## src/rtl/fetch_pkg.sv

```systemverilog
// Shared defaults and types for the instruction fetch unit and its testbench.
package fetch_pkg;

  localparam int AW_DEF    = 32;
  localparam int DW_DEF    = 32;
  localparam int DEPTH_DEF = 4;

  typedef struct packed {
    logic [AW_DEF-1:0] pc;
    logic [DW_DEF-1:0] instr;
  } fetch_t;

  // Counters must hold the value DEPTH itself, hence the extra bit.
  function automatic int cnt_width(input int depth);
    return $clog2(depth) + 1;
  endfunction

endpackage

```

## src/rtl/sync_fifo.sv

```systemverilog
// Synchronous FIFO with registered storage and a single-cycle clear.
// Pointers carry one extra wrap bit so full and empty are distinguishable.
module sync_fifo
  import fetch_pkg::*;
#(
  parameter int W     = 32,
  parameter int DEPTH = 4
) (
  input  logic         clk,
  input  logic         rst,
  input  logic         clear,
  input  logic         push,
  input  logic [W-1:0] wdata,
  input  logic         pop,
  output logic [W-1:0] rdata,
  output logic         full,
  output logic         empty
);

  localparam int          PW      = $clog2(DEPTH);
  localparam logic [PW:0] DEPTH_C = (PW+1)'(DEPTH);
  localparam logic [PW:0] ONE     = (PW+1)'(1);

  logic [PW:0]  wr_ptr_q, wr_ptr_d;
  logic [PW:0]  rd_ptr_q, rd_ptr_d;
  logic [PW:0]  count;
  logic [W-1:0] mem_q [DEPTH];
  logic [W-1:0] mem_d [DEPTH];

  assign count = wr_ptr_q - rd_ptr_q;
  assign full  = (count == DEPTH_C);
  assign empty = (count == '0);
  // Head reads as zero when empty so outputs are clean out of reset.
  assign rdata = empty ? '0 : mem_q[rd_ptr_q[PW-1:0]];

  always_comb begin
    mem_d    = mem_q;
    wr_ptr_d = wr_ptr_q;
    rd_ptr_d = rd_ptr_q;
    if (clear) begin
      wr_ptr_d = '0;
      rd_ptr_d = '0;
    end else begin
      if (push && !full) begin
        mem_d[wr_ptr_q[PW-1:0]] = wdata;
        wr_ptr_d                = wr_ptr_q + ONE;
      end
      if (pop && !empty) begin
        rd_ptr_d = rd_ptr_q + ONE;
      end
    end
  end

  always_ff @(posedge clk) begin
    if (rst) begin
      wr_ptr_q <= '0;
      rd_ptr_q <= '0;
    end else begin
      wr_ptr_q <= wr_ptr_d;
      rd_ptr_q <= rd_ptr_d;
    end
  end

  always_ff @(posedge clk) begin
    mem_q <= mem_d;
  end

endmodule

```

## src/rtl/instr_fetch_unit.sv

```systemverilog
// Instruction fetch unit: takes PCs, issues memory reads, buffers returned words and
// hands {instr, pc} to decode in order; a flush discards buffered and in-flight fetches.
module instr_fetch_unit
  import fetch_pkg::*;
#(
  parameter int AW    = AW_DEF,
  parameter int DW    = DW_DEF,
  parameter int DEPTH = DEPTH_DEF
) (
  input  logic          clk,
  input  logic          rst,
  input  logic          flush,
  input  logic          pc_valid,
  input  logic [AW-1:0] pc,
  output logic          pc_ready,
  output logic          mem_req_valid,
  output logic [AW-1:0] mem_req_addr,
  input  logic          mem_req_ready,
  input  logic          mem_rsp_valid,
  input  logic [DW-1:0] mem_rsp_data,
  output logic          instr_valid,
  output logic [DW-1:0] instr,
  output logic [AW-1:0] instr_pc,
  input  logic          instr_ready
);

  localparam int            CW      = cnt_width(DEPTH);
  localparam logic [CW-1:0] DEPTH_C = CW'(DEPTH);

  logic          req_valid_q, req_valid_d;
  logic [AW-1:0] req_addr_q, req_addr_d;
  logic [CW-1:0] occ_q, occ_d;
  logic [CW-1:0] inflight_q, inflight_d;
  logic [CW-1:0] drop_q, drop_d;

  logic pc_hs, req_hs, pop;
  logic rsp_keep, rsp_drop, rsp_any;
  logic pc_push, data_push;
  logic pc_full, pc_empty, data_full, data_empty;

  assign pc_hs  = pc_valid && pc_ready;
  assign req_hs = req_valid_q && mem_req_ready;
  assign pop    = instr_valid && instr_ready && !flush;

  // Stale responses always precede live ones, so while drop_q is non-zero every response is stale.
  assign rsp_drop = mem_rsp_valid && (drop_q != '0);
  assign rsp_keep = mem_rsp_valid && (drop_q == '0) && (inflight_q != '0);
  assign rsp_any  = rsp_drop || rsp_keep;

  assign pc_push   = req_hs && !flush;
  assign data_push = rsp_keep && !flush;

  assign pc_ready      = !flush && (occ_q < DEPTH_C) && (!req_valid_q || mem_req_ready);
  assign mem_req_valid = req_valid_q;
  assign mem_req_addr  = req_addr_q;
  assign instr_valid   = !data_empty;

  always_comb begin
    req_valid_d = req_valid_q;
    req_addr_d  = req_addr_q;
    occ_d       = occ_q;
    inflight_d  = inflight_q;
    drop_d      = drop_q;

    if (flush) begin
      req_valid_d = 1'b0;
    end else if (pc_hs) begin
      req_valid_d = 1'b1;
      req_addr_d  = pc;
    end else if (req_hs) begin
      req_valid_d = 1'b0;
    end

    // drop_q stays within DEPTH as long as memory never holds more than DEPTH reads.
    if (flush) begin
      occ_d      = '0;
      inflight_d = '0;
      drop_d     = drop_q + inflight_q + CW'(req_hs) - CW'(rsp_any);
    end else begin
      occ_d      = occ_q + CW'(pc_hs) - CW'(pop);
      inflight_d = inflight_q + CW'(req_hs) - CW'(rsp_keep);
      drop_d     = drop_q - CW'(rsp_drop);
    end
  end

  always_ff @(posedge clk) begin
    if (rst) begin
      req_valid_q <= 1'b0;
      req_addr_q  <= '0;
      occ_q       <= '0;
      inflight_q  <= '0;
      drop_q      <= '0;
    end else begin
      req_valid_q <= req_valid_d;
      req_addr_q  <= req_addr_d;
      occ_q       <= occ_d;
      inflight_q  <= inflight_d;
      drop_q      <= drop_d;
    end
  end

  sync_fifo #(.W(AW), .DEPTH(DEPTH)) u_pc_fifo (
    .clk   (clk),
    .rst   (rst),
    .clear (flush),
    .push  (pc_push),
    .wdata (req_addr_q),
    .pop   (pop),
    .rdata (instr_pc),
    .full  (pc_full),
    .empty (pc_empty)
  );

  sync_fifo #(.W(DW), .DEPTH(DEPTH)) u_data_fifo (
    .clk   (clk),
    .rst   (rst),
    .clear (flush),
    .push  (data_push),
    .wdata (mem_rsp_data),
    .pop   (pop),
    .rdata (instr),
    .full  (data_full),
    .empty (data_empty)
  );

  a_rsp_has_request: assert property (@(posedge clk) disable iff (rst)
    mem_rsp_valid |-> (inflight_q != '0 || drop_q != '0));
  a_pc_fifo_no_overflow: assert property (@(posedge clk) disable iff (rst)
    !(pc_push && pc_full));
  a_data_fifo_no_overflow: assert property (@(posedge clk) disable iff (rst)
    !(data_push && data_full));
  a_data_has_pc: assert property (@(posedge clk) disable iff (rst)
    instr_valid |-> !pc_empty);

endmodule

```

## config.mk

```make
export PLATFORM = sky130hd
export DESIGN_NAME = instr_fetch_unit
export DESIGN_NICKNAME = d
export VERILOG_FILES = /design/src/rtl/fetch_pkg.sv /design/src/rtl/sync_fifo.sv /design/src/rtl/instr_fetch_unit.sv
export SDC_FILE = /design/constraint.sdc
export NUM_CORES = 1
export LEC_CHECK = 0
export CORE_UTILIZATION = 56
export DETAILED_ROUTE_END_ITERATION = 16
export GPL_TIMING_DRIVEN = 0
export PLACE_DENSITY = 0.84
export RECOVER_POWER = 50
export REMOVE_ABC_BUFFERS = 1
export SETUP_SLACK_MARGIN = 0.4
export SYNTH_ARGS = -nofsm -noshare
export SYNTH_HDL_FRONTEND = slang
export SYNTH_SLANG_ARGS = --single-unit
```

## constraint.sdc

```tcl
create_clock -name clk -period 6.6 [get_ports clk]
set_input_delay 0.66 -clock clk [delete_from_list [all_inputs] [get_ports clk]]
set_output_delay 0.66 -clock clk [all_outputs]
set_load 0.01 [all_outputs]
```

==> key figures, run 1 <==
Floorplanning
  – Core Area: 0.02122 sq mm
  – Row cnt: 53
  – Die area: 0.02240 sq mm
  – Initial Utilization: 57.54%
  – I/O pin total: 170
  – Die Span Y: 149.7 um
  – DIE WIDTH: 149.7 um

Yosys
  – Post-Syn Instances: 703
  – Ys flop type: edfxtp_1
  – Cell Area, Synth: 0.01221 sq mm
  – Post-synth EDFFs: 256
  – Netlist cell types: 34
  – Syn avg cell area: 17.37 sq um
  – Post-synth ARST share: 0%
  – Share of the yosys chip area belonging to registers: 71.82%
  – Register bit total from synthesis: 310
  – Synthesis Warnings: 0

Global routing
  – Vias in the first global route: 6696
  – Largest net degree at the start of global routing: 38
  – GRT Total Usage: 21.60%
  – Overflow after GRT: 0
  – Initial antenna violation count: 1
  – Global-route wire length before repair: 36660 um

Setup path
  – Crit end category: flop
  – Setup CP Type: input port to flop
  – Worst reg2reg path depth: 5
  – Largest stage delay, worst path: 1420 ps
  – CP max-delay cell: and2_0
  – Buf/Inv on CP: 4
  – Worst EP arrival: 5320 ps
  – Critical path peak fanout: 34
  – CP Launch Type: input port
  – Crit path cell chain: dlygate4sd3_1, nor3_1, and2_0, inv_2, ha_1, inv_1, ha_1, inv_1, fa_1, xor2_1, xnor2_1, nor2_1
  – Critical path depth: 12
  – Crit path required time: 7030 ps
  – Top cell family by delay on the critical path: simple AND/OR/NAND/NOR gates

Power and ir drop
  – Final Power: 3965 uW
  – Sequential power share: 54.2%
  – Logic gate share of total power: 4.5%
  – P_int: 3178 uW
  – Clock power frac: 41.3%
  – Net Sw Frac: 19.85%
  – Peak VDD IR: 0.0002243 V
  – Psw: 787.2 uW
  – Leak pwr: 0.005094 uW
  – Power Dens Cells: 262.4 mW/mm^2

Detailed routing
  – 1st-iter DRT viols: 430
  – DRT Pass-1 Iters: 5
  – Routed wire per std cell: 20.02 um
  – ANT nets after route: 0
  – DRC: 0
  – Drt total wl: 23470 um
  – Routed vias/inst: 5.527
  – Via count: 6478

Timing
  – Tcrit/Tclk final: 74.04%
  – Setup violators final: 0
  – Relative slew slack: -25.29%
  – Worst Skew: 23.34 ps
  – Least-Margin Pin Slew: 1878 ps
  – Hold Fails Final Rpt: 0
  – Final TNS setup: 0 ps
  – Fmax: 204.6 MHz
  – Max Slew Vio Count: 119
  – RSZ-0062 raised after global routing: no
  – Fin crit period: 4887 ps

CTS
  – CTS H-tree lvls: 1
  – CTS tree: built
  – CTS Buf Count: 31
  – Post-cts sizing count: 0
  – Root buffer cell: clkbuf_16
  – Post-cts hold buffer count: 0
  – Deepest clock path buffer count: 3
  – Number of setup buffers added after CTS: 0
  – CTS sink count: 310
  – Worst skew pair latency: 550 ps
  – Clk slew on worst S/H paths: 60 ps

Worst hold path
  – Worst hold stages: 2
  – Hold crit path type: flop to flop

Cells and area
  – Layout cells sized above 1: 14.40%
  – Synth-to-Final Area Change: 23.76%
  – Count of nets after finishing: 971
  – Design Area, Final: 0.01511 sq mm
  – Leading cell types in the layout, fill and taps excluded: edfxtp_1, clkdlybuf4s50_1, nand2_1
  – Commonest non-fill, non-tap cell in the layout: edfxtp_1

Status
  – Outcome: finished, violations left
  – Failing checks: max-capacitance violations, max-slew violations

Place
  – RePlAce Congestion: 0.7309
  – Post-DP HPWL: 14280 um
  – Placed cell areas: 0.01424 sq mm
  – Number of I/O port buffers: 169

Flow run
  – Max-cap viol count: 5
[cell usage after synthesis, types with 2 or more instances]
master | n | area share, %
and2_1 | 11 | 0.56
inv_1 | 20 | 0.61
o211ai_1 | 2 | 0.12
nor3_1 | 2 | 0.082
xnor2_2 | 4 | 0.53
ha_1 | 22 | 2.3
xnor2_1 | 8 | 0.57
a311oi_4 | 2 | 0.43
nor2b_1 | 68 | 3.5
o31ai_1 | 3 | 0.18
fa_1 | 4 | 0.66
nor2_1 | 17 | 0.52
a21oi_1 | 36 | 1.5
nand3_1 | 3 | 0.12
mux4_2 | 64 | 12
clkbuf_1 | 19 | 0.58
or3_1 | 2 | 0.10
dfxtp_1 | 54 | 8.9
o21ai_0 | 3 | 0.12
buf_2 | 17 | 0.70
or2_2 | 2 | 0.10
nand2_1 | 69 | 2.1
xor2_1 | 4 | 0.29
mux2i_1 | 2 | 0.16
edfxtp_1 | 256 | 63
[routing by layer]
metal | GRT usage, % | wire length, um | vias up
met5 | 0 | 13 | -
met3 | 5.000 | 1978 | 30
li1 | - | - | 2985
met2 | 36.16 | 11680 | 237
met4 | 4.495 | 320 | 2
met1 | 29.13 | 9474 | 3224
[kinds of logic after synthesis]
| family | count (synthesis) | share of synthesized area, % |
|---|---|---|
| AO/OA/AOI/OAI | 51 | 2.695 |
| XOR/XNOR | 16 | 1.394 |
| adder cells (fa/ha/maj) | 26 | 2.910 |
| buffers and inverters | 57 | 1.927 |
| flip-flops | 310 | 71.82 |
| multiplexers | 66 | 11.97 |
| AND/OR/NAND/NOR | 177 | 7.286 |
[through the flow]
step	cells	util (%)	setup WS, ps	hold WS, ps
2_1_floorplan	667	-	2222	475.8
3_3_place_gp	1111	66.39	291.3	485.9
3_5_place_dp	1116	67.13	1664	493.3
4_1_cts	1171	71.67	2207	501.3
5_1_grt	1171	71.20	1288	533.8
6_report	1172	71.21	1713	499.5
[worst register-to-register path: stages, from the launching register on]
cell	delay, ps
dfxtp_1	1400
ha_1	310
nor2b_1	160
xnor2_1	170
a31oi_1	1130
clkbuf_1	1190
[cell type report]
class                           instances  area [sq um]
Antenna cell                            1         2.502
Sequential cell                       310          8771
Clock buffer                           42         868.3
Timing Repair Buffer                  174          1785
Fill cell                            1365          6110
Clock inverter                         13         95.09
Inverter                               21         78.83
Tap cell                              275         344.1
Multi-Input combinational cell        336          3166
[power by group through the flow]
stage | sequential, uW | combinational [uW] | clock, uW
after floorplan | 2190 | 85.3 | 0
after global placement | 2190 | 181 | 0
after detailed placement | 2190 | 186 | 0
after CTS | 2150 | 188 | 1660
after global routing | 2150 | 199 | 1740
final | 2150 | 176 | 1640
[path summary, 6_finish.rpt]
path                                         startpoint                      end  slack [ps]
worst max-delay path                              flush                 occ_q[2]        1710
worst min-delay path            u_data_fifo.wr_ptr_q[2]  u_data_fifo.wr_ptr_q[2]         500
worst min register to register  u_data_fifo.wr_ptr_q[2]  u_data_fifo.wr_ptr_q[2]         500
worst max register to register    u_pc_fifo.rd_ptr_q[0]      u_pc_fifo.mem_q[29]        1810
(Power assumes the default switching activity.)
==> run 2: changes to the inputs <==
- CORE_UTILIZATION: 56 -> 55
- PLACE_DENSITY: 0.84 -> 0.83
- clock period: 6.6 -> 5.05 ns (I/O delays scaled with it)
==> run 2 against run 1 <==
  * The run still ends with max-capacitance violations, max-slew violations left
  * Flip-flop and latch count unchanged
  * Setup slack worse by 740 ps
  * Cell count up 0.60%
  * Clock power up 36%
  * Critical path depth up 2
  * Critical path type is now flop to flop
  * Highest routed layer is now met4
==> key figures, run 2 (same netlist as run 1, synthesis figures left out) <==
Status
  – Outcome: finished, violations left (unchanged)
  – Failing checks: max-capacitance violations, max-slew violations (unchanged)

CTS
  – CTS sink count: 310 (unchanged)
  – Post-cts hold buffer count: 0 (unchanged)
  – CTS tree: built (unchanged)
  – Post-cts sizing count: 0 (unchanged)
  – Clk slew on worst S/H paths: 60 ps (about the same)
  – Deepest clock path buffer count: 3 (unchanged)
  – Number of setup buffers added after CTS: 0 (unchanged)
  – Worst skew pair latency: 540 ps (was 550 ps)
  – CTS Buf Count: 30 (was 31)
  – CTS H-tree lvls: 1 (unchanged)
  – Root buffer cell: clkbuf_16 (unchanged)

Cells and area
  – Synth-to-Final Area Change: 24.10% (was 23.76%)
  – Fillers: 1408 (was 1365)
  – Leading cell types in the layout, fill and taps excluded: edfxtp_1, clkdlybuf4s50_1, nand2_1 (unchanged)
  – Count of nets after finishing: 969 (was 971)
  – Layout cells sized above 1: 14.96% (was 14.40%)
  – Multi-input logic area: 0.003167 sq mm (was 0.003166 sq mm)
  – Register area: 0.008773 sq mm (was 0.008771 sq mm)
  – Design Area, Final: 0.01515 sq mm (was 0.01511 sq mm)
  – Commonest non-fill, non-tap cell in the layout: edfxtp_1 (unchanged)
  – Util after Layout: 69.43% (was 71.21%)

Place
  – RePlAce Congestion: 0.7194 (was 0.7309)
  – Post-DP HPWL: 14360 um (was 14280 um)
  – Number of I/O port buffers: 169 (unchanged)
  – Placed cell areas: 0.01422 sq mm (was 0.01424 sq mm)

Floorplanning
  – Die Span Y: 151.0 um (was 149.7 um)
  – Core Area: 0.02182 sq mm (was 0.02122 sq mm)
  – Row cnt: 54 (was 53)
  – I/O pin total: 170 (unchanged)
  – Initial Utilization: 55.95% (was 57.54%)
  – Die area: 0.02280 sq mm (was 0.02240 sq mm)
  – DIE WIDTH: 151.0 um (was 149.7 um)

Setup path
  – Setup CP Type: flop to flop (was input port to flop)
  – Worst EP arrival: 4480 ps (was 5320 ps)
  – Crit end category: flop (unchanged)
  – CP Launch Type: flop (was input port)
  – Crit path required time: 5460 ps (was 7030 ps)
  – Critical path peak fanout: 35 (was 34)

Timing
  – Hold Fails Final Rpt: 0 (unchanged)
  – Worst Skew: 13.98 ps (was 23.34 ps)
  – RSZ-0062 raised after global routing: no (unchanged)
  – Fin crit period: 4073 ps
  – Tcrit/Tclk final: 80.65%
  – Least-Margin Pin Slew: 2008 ps (was 1878 ps)
  – Relative slew slack: -34.46% (was -25.29%)
  – Fmax: 245.5 MHz
  – Max Slew Vio Count: 15 (was 119)
  – Setup violators final: 0 (unchanged)

Power and ir drop
  – Leak pwr: 0.005112 uW (was 0.005094 uW)
  – Power Dens Cells: 348.0 mW/mm^2 (was 262.4 mW/mm^2)
  – Final Power: 5273 uW (was 3965 uW)
  – Peak VDD IR: 0.0004235 V (was 0.0002243 V)

Global routing
  – Global-route wire length before repair: 36270 um (was 36660 um)
  – Initial antenna violation count: 1 (unchanged)
  – Overflow after GRT: 0 (unchanged)
  – Vias in the first global route: 6642 (was 6696)
  – Largest net degree at the start of global routing: 38 (unchanged)
  – GRT Total Usage: 21.20% (was 21.60%)

Detailed routing
  – Drt total wl: 23620 um (was 23470 um)
  – Via count: 6477 (was 6478)
  – ANT nets after route: 0 (unchanged)
  – Routed wire per std cell: 20.03 um (was 20.02 um)
  – DRC: 0 (unchanged)
  – 1st-iter DRT viols: 334 (was 430)
  – DRT Pass-1 Iters: 4 (was 5)
  – Routed vias/inst: 5.494 (was 5.527)

Flow run
  – Max-cap viol count: 1 (was 5)

Worst hold path
  – Hold crit path type: flop to flop (unchanged)
[run 2: cell types whose count changed in the layout (fill, tap and decap cells not counted), moves of 2 or more]
cell and change:
clkinv_1 -3, clkinv_2 +3, bufinv_16 +2, clkbuf_8 -2, dfxtp_1 -2, dfxtp_2 +2, diode_2 +2
[run 2: worst paths after layout]
| check | slack [ps] | depth (start not counted) | endpoint | startpoint |
|---|---|---|---|---|
| setup reg to reg | 980 | 14 | occ_q[2] | u_data_fifo.rd_ptr_q[1] |
| setup / recovery | 980 | 14 | occ_q[2] | u_data_fifo.rd_ptr_q[1] |
| hold reg to reg | 510 | 2 | u_data_fifo.wr_ptr_q[2] | u_data_fifo.wr_ptr_q[2] |
| hold / removal | 510 | 2 | u_data_fifo.wr_ptr_q[2] | u_data_fifo.wr_ptr_q[2] |
[run 2: critical path, cell delays in order, from the launching register on]
cell,delay (ps)
dfxtp_2,930
inv_1,110
ha_1,240
nor2b_1,160
xnor2_1,170
o21ai_0,960
inv_1,120
ha_1,310
inv_1,60
ha_1,130
inv_1,50
fa_1,370
xor2_1,170
xnor2_1,130
nor2_1,50
[run 2: per-stage QoR]
stage	setup TNS (ps)	std cells	hold WS, ps	setup slack (ps)
global route	0	1176	507.7	584.1
global placement	-71740	1116	486.8	-1184
finish	0	1179	506.0	977.4
detailed placement	0	1120	498.7	208.1
floorplan	0	667	475.8	672.1
CTS	0	1176	493.3	762.1
[run 2: metal layers]
metal / vias up / global-route usage, % / share of wire (%)
met1: 3241 / 27.65 / 40
met2: 226 / 35.99 / 50
met4: 0 / 4.450 / 1.5
met3: 30 / 5.512 / 8.2
met5: - / 0 / 0
li1: 2980 / - / -
[run 2: cell type report]
class                   instances  share of cell area (%)
well taps                     280                   2.312
clock buffers                  41                   5.574
clock inverters                15                   1.032
inverters                      21                  0.5202
repair buffers                173                   11.71
multi-input cells             336                   20.90
flip-flops and latches        310                   57.90
diodes                          3                 0.04955
[run 2: power breakdown]
group	switching [uW]	internal (uW)	leakage (uW)	total, uW
clock	905	1330	0.000495	2230
sequential	24.7	2790	0.00285	2810
combinational	114	118	0.00176	232
==> run 3: changes to the inputs <==
- clock period: 5.05 -> 3.8 ns (I/O delays scaled with it)
==> run 3 against run 2 <==
  * The run now ends clean
  * Clock power is 33% higher
  * Setup slack worse by 480 ps
  * Register-to-register slack got worse by 440 ps
  * Sequential share of layout area decreased by 1.0 points
  * Total power increased by 33%
  * Sequential power increased by 33%
  * Via count up 1.9%
  * Count of clock-buffer cells in the layout did not move
  * Highest routed layer unchanged
==> key figures, run 3 (same netlist as run 1, synthesis figures left out) <==
Detailed routing
  – 1st-iter DRT viols: 341 (was 334)
  – Via count: 6603 (was 6477)
  – Drt total wl: 25190 um (was 23620 um)
  – ANT nets after route: 0 (unchanged)
  – DRC: 0 (unchanged)
  – Routed wire per std cell: 21.08 um (was 20.03 um)
  – DRT Pass-1 Iters: 4 (unchanged)
  – Routed vias/inst: 5.526 (was 5.494)

Power and ir drop
  – Final Power: 7021 uW (was 5273 uW)
  – Peak VDD IR: 0.0005626 V (was 0.0004235 V)
  – Power Dens Cells: 454.7 mW/mm^2 (was 348.0 mW/mm^2)
  – Leak pwr: 0.005237 uW (was 0.005112 uW)

Setup path
  – Crit end category: output port (was flop)
  – Setup CP Type: flop to output port (was flop to flop)
  – Crit path required time: 3420 ps (was 5460 ps)
  – CP Launch Type: flop (unchanged)
  – Critical path peak fanout: 35 (unchanged)
  – Worst EP arrival: 2920 ps (was 4480 ps)

Timing
  – Worst Skew: 14.67 ps (was 13.98 ps)
  – Fmax: 302.9 MHz
  – Setup violators final: 0 (unchanged)
  – Least-Margin Pin Slew: 1326 ps (was 2008 ps)
  – Tcrit/Tclk final: 86.89%
  – Relative slew slack: 11.58% (was -34.46%)
  – Fin crit period: 3302 ps
  – Final TNS setup: 0 ps (unchanged)
  – Worst setup margin: 498.3 ps (was 977.4 ps)
  – RSZ-0062 raised after global routing: no (unchanged)
  – Max Slew Vio Count: 0 (was 15)
  – Hold Fails Final Rpt: 0 (unchanged)

Place
  – RePlAce Congestion: 0.7194 (unchanged)
  – Placed cell areas: 0.01422 sq mm (unchanged)
  – Number of I/O port buffers: 169 (unchanged)
  – Place WS: -917.0 ps (was 208.1 ps)
  – Post-DP HPWL: 14360 um (unchanged)

Cells and area
  – Commonest non-fill, non-tap cell in the layout: edfxtp_1 (unchanged)
  – Layout cells sized above 1: 17.32% (was 14.96%)
  – Count of nets after finishing: 985 (was 969)
  – Synth-to-Final Area Change: 26.46% (was 24.10%)
  – Design Area, Final: 0.01544 sq mm (was 0.01515 sq mm)
  – Util after Layout: 70.75% (was 69.43%)
  – Leading cell types in the layout, fill and taps excluded: edfxtp_1, clkdlybuf4s50_1, nand2_1 (unchanged)
  – Fillers: 1365 (was 1408)

CTS
  – CTS Buf Count: 30 (unchanged)
  – Worst skew pair latency: 540 ps (about the same)
  – Clk slew on worst S/H paths: 60 ps (about the same)
  – CTS H-tree lvls: 1 (unchanged)
  – CTS sink count: 310 (unchanged)
  – CTS tree: built (unchanged)
  – Root buffer cell: clkbuf_16 (unchanged)
  – Post-cts hold buffer count: 0 (unchanged)
  – Deepest clock path buffer count: 3 (unchanged)

Global routing
  – Vias in the first global route: 6776 (was 6642)
  – Overflow after GRT: 0 (unchanged)
  – Initial antenna violation count: 1 (unchanged)
  – GRT Total Usage: 22.14% (was 21.20%)
  – Global-route wire length before repair: 37580 um (was 36270 um)
  – Largest net degree at the start of global routing: 38 (unchanged)

Floorplanning
  – Die area: 0.02280 sq mm (unchanged)
  – Die Span Y: 151.0 um (unchanged)
  – Row cnt: 54 (unchanged)
  – Core Area: 0.02182 sq mm (unchanged)
  – DIE WIDTH: 151.0 um (unchanged)
  – Initial Utilization: 55.95% (unchanged)
  – I/O pin total: 170 (unchanged)

Flow run
  – Max-cap viol count: 0 (was 1)

Status
  – Outcome: finished clean (was finished, violations left)

Worst hold path
  – Hold crit path type: input port to flop (was flop to flop)
==> run 3: cell types whose count changed in the layout (fill, tap and decap cells not counted), sizes merged <==
cell	delta
buf	+12
and2	+1
bufbuf	+1
nor2	+2
==> run 3: worst max-delay path, cell delays in order (launching register included) <==
cell and delay [ps]:
dfxtp_2 350, buf_12 220, inv_1 80, ha_1 190
nor2b_1 280, xnor2_4 240, nor2_4 90, buf_4 180
nor2b_1 160, clkdlybuf4s50_1 590
==> run 3: power by group <==
group          switching, uW  internal [uW]
registers               32.9           3700
clock network           1210           1760
logic                    158            159
total                   1400           5620
==> run 3: per-layer routing <==
layer | track usage, % | vias to the layer above | part of all wire (%)
met2 | 38.33 | 249 | 50
met3 | 5.181 | 39 | 8.1
met5 | 0 | - | 0
met1 | 28.59 | 3296 | 40
met4 | 4.650 | 0 | 2.2
li1 | - | 3019 | -
==> run 3: timing repair <==
item	4_1_cts	5_1_grt
resized for setup	10	5
setup endpoints to repair	163	60
gates cloned	3	1
buffers inserted	5	7
pin swaps	3	2
==> run 3: final timing paths <==
check	to	slack, ps	start	depth (start not counted)
max	instr_pc[12]	500	u_pc_fifo.rd_ptr_q[1]	9
min	mem_req_addr[16]	390	pc[16]	3
max reg2reg	u_pc_fifo.mem_q[86]	540	u_pc_fifo.rd_ptr_q[1]	7
min reg2reg	u_data_fifo.wr_ptr_q[2]	500	u_data_fifo.wr_ptr_q[2]	2
==> run 3: area by class of cell <==
cell class                      instances  area (sq um)  area share, %
Antenna cell                            3         7.507        0.04862
Clock buffer                           41         844.6          5.470
Clock inverter                         15         156.4          1.013
Inverter                               21         78.83         0.5105
Multi-Input combinational cell        339          3279          21.24
Sequential cell                       310          8781          56.87
Tap cell                              280         350.3          2.269
Timing Repair Buffer                  186          1942          12.58
==> run 3: metrics by stage <==
stage	cells	hold WS, ps
after CTS	1184	368.3
after global placement	1116	486.8
final	1195	385.4
after detailed placement	1120	498.7
after floorplan	667	449.1
after global routing	1192	382.7
